**src/rtl/rv32i.sv**
```systemverilog
// Shared definitions for the rv32i core pipeline stages.
package rv32i;

  typedef enum logic [1:0] {
    BOOT,
    RUN,
    FAULT
  } fetch_state_t;

  localparam logic [31:0] INST_BYTES = 32'd4;

endpackage

```
**src/rtl/fetch_unit.sv**
```systemverilog
// Instruction fetch stage: owns the PC, drives the ROM address one cycle ahead of
// the registered ROM data, and handles stall hold, redirects and misaligned targets.
module fetch_unit
  import rv32i::*;
#(
  parameter logic [31:0] RESET_PC = 32'h0000_0000
) (
  input  logic        clk,
  input  logic        rst_n,
  output logic [31:0] rom_addr,
  input  logic [31:0] rom_data,
  input  logic        stall,
  input  logic        redirect_valid,
  input  logic [31:0] redirect_pc,
  output logic        inst_valid,
  output logic [31:0] inst,
  output logic [31:0] inst_pc,
  output logic        fault,
  output logic [31:0] fetch_count
);

  fetch_state_t r_state;
  logic [31:0]  r_fetch_pc;
  logic         r_inst_valid;
  logic         r_fault;
  logic [31:0]  r_fetch_count;

  fetch_state_t w_next_state;
  logic [31:0]  w_next_pc;
  logic [31:0]  w_rom_addr;
  logic         w_next_valid;
  logic         w_next_fault;
  logic         w_accept;

  // The ROM address is the PC we will hold next edge, so ROM data lines up with
  // inst_pc; a misaligned redirect is the one case where the two deliberately differ.
  always_comb begin
    w_next_state = r_state;
    w_next_pc    = r_fetch_pc;
    w_rom_addr   = r_fetch_pc;
    w_next_valid = r_inst_valid;
    w_next_fault = r_fault;
    case (r_state)
      BOOT: begin
        w_next_state = RUN;
        w_next_pc    = RESET_PC;
        w_rom_addr   = RESET_PC;
        w_next_valid = 1'b1;
      end
      RUN: begin
        if (redirect_valid && (redirect_pc[1:0] == 2'b00)) begin
          w_next_pc  = redirect_pc;
          w_rom_addr = redirect_pc;
        end else if (redirect_valid) begin
          w_next_state = FAULT;
          w_next_fault = 1'b1;
          w_next_valid = 1'b0;
          w_next_pc    = redirect_pc;
        end else if (!stall) begin
          w_next_pc  = r_fetch_pc + INST_BYTES;
          w_rom_addr = r_fetch_pc + INST_BYTES;
        end
      end
      FAULT: begin
        w_next_valid = 1'b0;
        w_next_fault = 1'b1;
      end
      default: begin
        w_next_state = BOOT;
        w_next_valid = 1'b0;
      end
    endcase
  end

  assign w_accept = r_inst_valid && !stall && !redirect_valid;

  always_ff @(posedge clk or negedge rst_n) begin
    if (!rst_n) begin
      r_state       <= BOOT;
      r_fetch_pc    <= RESET_PC;
      r_inst_valid  <= 1'b0;
      r_fault       <= 1'b0;
      r_fetch_count <= 32'd0;
    end else begin
      r_state      <= w_next_state;
      r_fetch_pc   <= w_next_pc;
      r_inst_valid <= w_next_valid;
      r_fault      <= w_next_fault;
      if (w_accept) begin
        r_fetch_count <= r_fetch_count + 32'd1;
      end
    end
  end

  assign rom_addr    = w_rom_addr;
  assign inst        = rom_data;
  assign inst_pc     = r_fetch_pc;
  assign inst_valid  = r_inst_valid;
  assign fault       = r_fault;
  assign fetch_count = r_fetch_count;

endmodule
```
**config.mk**
```make
export PLATFORM = sky130hd
export DESIGN_NAME = fetch_unit
export DESIGN_NICKNAME = d
export VERILOG_FILES = /design/src/rtl/rv32i.sv /design/src/rtl/fetch_unit.sv
export SDC_FILE = /design/constraint.sdc
export NUM_CORES = 1
export LEC_CHECK = 0
export CAP_MARGIN = 20
export CORE_ASPECT_RATIO = 1.1
export CORE_MARGIN = 8
export CORE_UTILIZATION = 40
export DETAILED_ROUTE_END_ITERATION = 8
export GPL_ROUTABILITY_DRIVEN = 0
export GPL_TIMING_DRIVEN = 0
export PLACE_DENSITY = 0.79
export SYNTH_ARGS = -nofsm -noshare
export SYNTH_HDL_FRONTEND = slang
export SYNTH_SLANG_ARGS = --single-unit
export TNS_END_PERCENT = 30
```
**constraint.sdc**
```tcl
create_clock -name clk -period 3.2 [get_ports clk]
set_input_delay 0.48 -clock clk [delete_from_list [all_inputs] [get_ports clk]]
set_output_delay 0.48 -clock clk [all_outputs]
set_load 0.03 [all_outputs]
```
# Word-level counts from Yosys, hierarchy flattened
# Cells that the tools add are included.
dict set report word_totals {
  output_inout_bits 130
  reg_bits 68
  inputBits 68
  word_cells 40
}
dict set report op_classes {
  muxes 16
  bitwise 1
  n_addsub 2
  reduce_logical 12
  eq_ne 4
}
# op count
set op_table {}
lappend op_table {{$mux 32} 5}
lappend op_table {{$pmux 32 s2} 2}
lappend op_table {{$add 32x1->32 const B} 1}
lappend op_table {{$add 32x3->32 const B} 1}
lappend op_table {{$pmux 2 s3} 1}
lappend op_table {{$reduce_and 3->1} 2}
lappend op_table {{$logic_not 2->1} 2}
lappend op_table {{$mux 1} 4}
lappend op_table {{$mux 2} 2}
lappend op_table {{$ne 2x2->1 const B} 2}
lappend op_table {{$pmux 1 s2} 2}
lappend op_table {{$reduce_bool 2->1} 2}
lappend op_table {{$logic_and 1x1->1} 3}
lappend op_table {{$eq 2x1->1 const B} 1}
lappend op_table {{$eq 2x2->1 const B} 1}
lappend op_table {{$logic_not 1->1} 2}
lappend op_table {{$reduce_and 2->1} 1}
lappend op_table {{$not 1->1} 1}

# Depth between registers and ports, before layout
dict set report depth {
  word_depth 5
  ltp_mapped 8
  mapped_depth_nobuf 6
}

# Worst setup path after synthesis
# Ideal clock, no wire load.
dict set report synth_path {
  path_type {register -> output}
  start {register r_fetch_pc[2] (netlist: inst_pc[2])}
  end {output rom_addr[28]}
  t_required_ns 2.720
  n_path_buf 1
  path_slack_ns -0.262
  path_stages_with_launch 7
  t_arrival_ns 2.982
  cell_sequence {dfrtp_1 -> ha_1 -> and3b_1 -> buf_4 -> nor4b_2 -> nand4_1 -> o311ai_0}
}
dict set report synth_between {
  elab_chain_cells 5
}
# item line
set synth_lines {}
lappend synth_lines {{start, declared} fetch_unit.sv:23} ;# logic [31:0] r_fetch_pc;
lappend synth_lines {{start signal, assigned} fetch_unit.sv:86} ;# r_fetch_pc <= w_next_pc;
lappend synth_lines {{$add 32x3->32} fetch_unit.sv:61} ;# w_rom_addr = r_fetch_pc + INST_BYTES;
lappend synth_lines {{$mux 32} -}
lappend synth_lines {{$mux 32} fetch_unit.sv:54} ;# end else if (redirect_valid) begin
lappend synth_lines {{$mux 32} fetch_unit.sv:51} ;# if (redirect_valid && (redirect_pc[1:0] == 2'b00)) begin
lappend synth_lines {{$pmux 32 s2} fetch_unit.sv:43} ;# case (r_state)
lappend synth_lines {{end, declared} fetch_unit.sv:10} ;# output logic [31:0] rom_addr,
# No other way between the ends.

# Final worst setup path
dict set report layout_path {
  start {register r_fetch_pc[3] (netlist: inst_pc[3])}
  end {output rom_addr[22]}
}
# The elaborated chain is that of the path after synthesis.

==> out/metrics.csv <==
metric,value,unit
Routed WL,20200,µm
full die area,16200,µm²
Mapped Nets,695,
synthesized area,4940,µm²
total power,5.81,mW
syn avg cell area,7.90,µm²
Worst-Margin Slew,0.896,ns
DP Worst Slack,-1.17,ns
CTS sink count,68,
minimum clock period,3.22,ns
"commonest non-fill, non-tap cell in the layout",clkdlybuf4s50_1,
final-report hold violation count,0,
vias in the first global route,5912,
asr flop ratio synth,100,%
nets@finish,879,
fin area,7270,µm²
vias after detailed routing,6100,
Static Leak,2.97,nW
"flops & latches, synth",68,
I/O pins,198,
Slew Limit Fails,0,
most frequent cells in the layout,"clkdlybuf4s50_1 (134), o21ai_0 (77), dfrtp_1 (61)",
fmax,310,MHz
Worst VDD drop,545,µV
Fin Clk Skew,0.0123,ns
endpoints failing setup,1,
"EDFF count, synth",0,
drt pass-1 iters,6,
initial antenna violation count,0,
post-synth cell types,61,
CP Data Arrival Time,2.74,ns
Critical Path Sink Type,output pin,
Mapped Cells,625,
Starting Density,41.0,%
first-pass GRT wire length,31000,µm
drt drc,0,
crit start category,register,
status,"finished, violations left",
pin count of the biggest net entering global routing,69,
CP required,2.72,ns
synth-to-layout area growth,47.2,%
DP Area,6770,µm²
Initial DRC Count,985,
CTS tree,done,
multi-input logic area,2900,µm²
post-layout util,60.4,%
Hold/Removal Path Class,in2async,
RSZ-0062 raised after global routing,yes,
H-tree depth,3,
share of cells above drive strength 1,15.5,%
post-placement cell count,943,
PwrDens,799,nW/µm²
n_diodes,0,
core box area,12000,µm²
worst skew pair latency,0.34,ns
Root Buffer Master,clkbuf_16,
Seq. cell area,1710,µm²
"non-filler cells, final",968,
GRT Total Usage,23.7,%
Syn. warnings,0,
row cnt,42,
Buffers on Ports,164,
failing checks,setup timing,
die width,122,µm
drt via density,6.30,
Hold WS,0.269,ns
ys flop type,dfrtp_1,
fill count,1082,
Clock Tree Buf Depth,2,
post-route ant nets,0,
"Remaining Overflow, GRT",0,
routed len/inst,20.9,µm
Relative slew margins,40.3,%
cts bufs inserted,9,
Final Cycle Share,101,%
max_cap viols,0,
Setup CP Type,reg2out,
"Clk pin slew, worst setup/hold paths",0.07,ns
setup TNS,-0.0234,ns
setup ws final,-0.0234,ns
worst-path fanout max,8,
post-DP HPWL,14600,µm
Die Y-Extent,133,µm
post-synthesis sequential area ratio,34.4,%
metal layers:
layer  wire length (µm)  GRT usage, %
met5                  0             0
met1               7160          28.3
met2               9050          36.9
met3               2840          6.94
met4               1190          14.0
critical path: stages (launching register included):
cell and delay (ns):
dfrtp_2 0.43, ha_2 0.24, and3b_1 0.18, buf_4 0.16, or4b_1 0.43, buf_2 0.19, nor4_2 0.28, a21oi_1 0.06
o21ai_0 0.23, buf_4 0.21
area by class of cell:
class,count,area share [%]
Multi-Input combinational cell,469,39.8
Timing Repair Buffer,175,23.3
Buffer,70,5.97
Clock buffer,9,3.10
Clock inverter,7,0.826
Tap cell,154,2.65
Inverter,16,0.826
Sequential cell,68,23.5
cell families (layout without fill, tap and decap cells):
| kind of cell | Yosys count | after routing | synth area share [%] |
|---|---|---|---|
| flops | 68 | 68 | 34.4 |
| buf+inv | 88 | 277 | 9.52 |
| xor+xnor | 32 | 32 | 5.67 |
| compound gates | 194 | 194 | 23.4 |
| fa+ha+maj | 2 | 2 | 0.507 |
| mux | 6 | 6 | 1.27 |
| simple gates | 235 | 235 | 25.2 |
path summary, 6_finish.rpt:
check,cells past startpoint,start,endpoint,slack [ns]
setup reg to reg,8,inst_pc[3],inst_pc[26],0.73
max in group asynchronous,1,rst_n,inst_pc[14],2.29
hold reg to reg,1,fault,fault,0.47
hold / removal,1,rst_n,fetch_count[7],0.27
min in group clk,1,fault,fault,0.47
setup / recovery,9,inst_pc[3],rom_addr[22],-0.02
power by group:
part	total, mW	internal, mW	switching [mW]
Clock	0.961	0.535	0.425
Combinational	3.40	1.19	2.21
Sequential	1.45	1.09	0.365
timing repair:
| action | in CTS | in global routing |
|---|---|---|
| gates resized for setup | 107 | 27 |
| gates cloned | 0 | 0 |
| pin swaps | 6 | 3 |
| setup buffers | 4 | 7 |
| hold buffers | 0 | 0 |
| setup endpoints to repair | 32 | 15 |
cell usage after synthesis (all sizes together) (2+ instances only):
cell type | n | area (µm²)
and4 | 9 | 78.8
o21a | 2 | 15.0
dfrtp | 68 | 1700
o2bb2ai | 2 | 17.5
mux2 | 2 | 22.5
a22oi | 5 | 37.5
nand3 | 29 | 145
o311ai | 5 | 43.8
nor4b | 3 | 32.5
a41oi | 4 | 35.0
mux2i | 4 | 40.0
nor3b | 3 | 32.5
a31oi | 12 | 75.1
o31a | 6 | 52.6
inv | 15 | 56.3
or2 | 3 | 18.8
a21oi | 49 | 245
and3 | 10 | 62.6
nor4 | 10 | 68.8
xor2 | 9 | 78.8
nand4 | 27 | 175
a32oi | 4 | 35.0
a221oi | 2 | 17.5
o211ai | 4 | 30.0
clkbuf | 26 | 97.6
a2bb2oi | 4 | 35.0
o2111ai | 2 | 17.5
nor2b | 3 | 18.8
o21ai | 78 | 390
or3 | 2 | 12.5
and2 | 8 | 50.1
ha | 2 | 25.0
buf | 46 | 313
nor2 | 48 | 180
o22ai | 9 | 56.3
nand2 | 56 | 210
xnor2 | 23 | 201
nor3 | 14 | 70.1
or4 | 4 | 33.8
flip-flops by register name (all words and copies together), names as in the netlist:
name,cells
fault,1
inst_pc,32
inst_valid,1
r_state,2
fetch_count,32
Power figures use the tool's default switching activity.
==> RTL change, RTL diff (same settings) <==
Make the reset (`rst_n`) synchronous in one clocked block.
--- a/src/rtl/fetch_unit.sv
+++ b/src/rtl/fetch_unit.sv
@@ -76,3 +76,3 @@
 
-  always_ff @(posedge clk or negedge rst_n) begin
+  always_ff @(posedge clk) begin
     if (!rst_n) begin
Function: differs if rst_n is asserted again (counterexample within 4 cycles, from zero or initial values and one cycle with rst_n low); with rst_n held inactive, the same outputs for 4 cycles.
==> RTL change against the unedited design <==
  * The run still ends with setup timing left
  * Area after synthesis is 0.66% lower
  * Worst setup slack worse by 0.027 ns
  * Largest cell class unchanged
  * Worst hold slack better by 0.21 ns
  * Sequential cell count stayed put
  * Design area is 0.14% higher
  * Wire length is 3.0% higher
  * Via count is 3.8% higher
Power is not compared: it rests on default switching activity, and its combinational part moved more than twofold at a synthesized area within 25%.
==> RTL change: results (changes against the unedited design) <==
Hold WC Path Type register to register (was primary input to asynchronous set/reset pin); top cells by count, synth nand2_1 (74), dfxtp_1 (68), nor2_1 (54), clkbuf_1 (47) (was o21ai_0 (78), dfrtp_1 (68), nand2_1 (56), a21oi_1 (49), nor2_1 (48)); Worst Setup SP redirect_pc[0] (was inst_pc[3]); fin nets 924 (was 879); Non-Filler Instances 1,013 (was 968); via count 6,329 (was 6,100); Async SR Flop Fraction 0 (was 1.00); Root Buffer clkbuf_16 (unchanged); WL final 20.8 mm (was 20.2 mm); placed cell count 993 (was 943); failing checks setup timing (unchanged); number of global-route vias before repair 5,877 (was 5,912); CP max-delay cell clkdlybuf4s50_1 (was dfrtp_2); initial antenna violation count 0 (unchanged); final setup vio count 2 (was 1); Initial DRC Count 873 (was 985); Port Buffer Count 163 (was 164); GRT Total Usage 0.245 (was 0.237); crit path DAT 2.77 ns (was 2.74 ns); clock slew at reported path FFs 0.06 ns; drt pass-1 iters 8 (was 6); main area contributors after synthesis dfxtp_1 (28%), nand2_1 (5.7%), xor2_1 (5.2%), buf_4 (5.0%), nor2_1 (4.1%) (was dfrtp_1 (34%), o21ai_0 (7.9%), buf_4 (5.2%), a21oi_1 (5.0%), nand2_1 (4.3%)); worst setup margin -0.0506 ns (was -0.0234 ns); Placement Setup Slack -1.27 ns (was -1.17 ns); hpwl dp 14.5 mm (was 14.6 mm); largest net degree at the start of global routing 15 (was 69); Main synth FF type dfxtp_1 (was dfrtp_1); Setup TNS -0.0848 ns (was -0.0234 ns); Max-Slew Margin vs Limit 0.328 (was 0.403); global-route wire length before repair 31.6 mm (was 31.0 mm); status complete, but fails checks (unchanged); sequential fraction of the synthesis area 0.277 (was 0.344); reg2reg start r_state[0] (was inst_pc[3]); max incr delay on CP 0.60 ns (was 0.43 ns); clock skew 0.00669 ns (was 0.0123 ns); clock buffer depth 2 (unchanged); Mapped Cells 675 (was 625); syn nets 745 (was 695); crit path max fanout 10 (was 8); layout cells sized above 1 0.162 (was 0.155)
-- RTL change: cell count changes after synthesis, moves of 7 or more --
cell,delta
a21oi_1,-10
a31oi_1,-8
clkbuf_1,+21
dfrtp_1,-68
dfxtp_1,+68
nand2_1,+18
nand3_1,+10
o211ai_1,+12
o21ai_0,-41
or3_1,+7
xnor2_1,-15
xor2_1,+20
-- RTL change: cells by family after synthesis --
group | after synthesis | share of synthesized area
AOI/OAI and AO/OA | 178 | 0.241
muxes | 1 | 0.00229
adders and majority gates | 2 | 0.00510
buffers and inverters | 102 | 0.107
and+or+nand+nor | 287 | 0.301
DFF | 68 | 0.277
xor gates and xnor gates | 37 | 0.0660
-- RTL change: worst max-delay path, delay by kind of cell --
kind                   cells  cell delay [ns]
buffers and inverters      3             1.35
AOI/OAI and AO/OA          2             0.54
and+or+nand+nor            2             0.41
-- RTL change: worst paths after layout --
check | to | slack (ns) | cells past startpoint
setup / recovery | rom_addr[9] | -0.05 | 7
hold reg to reg | fault | 0.48 | 1
setup reg to reg | inst_pc[16] | 0.66 | 5
hold / removal | fault | 0.48 | 1
-- RTL change: through the flow --
step	utilization	cell area (um2)	hold WS, ns
floorplan	-	4910	0.601
global placement	0.562	6730	0.450
detailed placement	0.562	6740	0.459
CTS	0.601	7200	0.478
global route	0.608	7280	0.491
finish	0.608	7280	0.482
-- RTL change: area by class of cell --
type | instances | area (um2)
sequential | 68 | 1390
fill | 1142 | 4700
tap | 154 | 193
clock buffer | 9 | 225
buffer | 77 | 485
multi-input combinational | 505 | 3150
timing repair buffer | 179 | 1710
clock inverter | 7 | 80.1
inverter | 14 | 52.6
-- RTL change: power by group --
part	switching, W	internal (W)
clock network	0.000439	0.000615
logic	0.000356	0.000229
registers	0.0000425	0.000866
total	0.000837	0.00171
-- RTL change: what timing repair did --
action,CTS,global route
setup endpoints to repair,32,30
gates resized for setup,128,38
buffers inserted,4,11
hold buffers,0,0
endpoints found under the hold margin,0,0
pin swaps,4,3
-- RTL change: routing by layer --
layer,vias up,track usage,wire length [um]
met2,540,0.384,9360
met4,0,0.126,996
li1,2824,-,-
met5,-,0,0
met3,123,0.0831,2970
met1,2842,0.289,7520
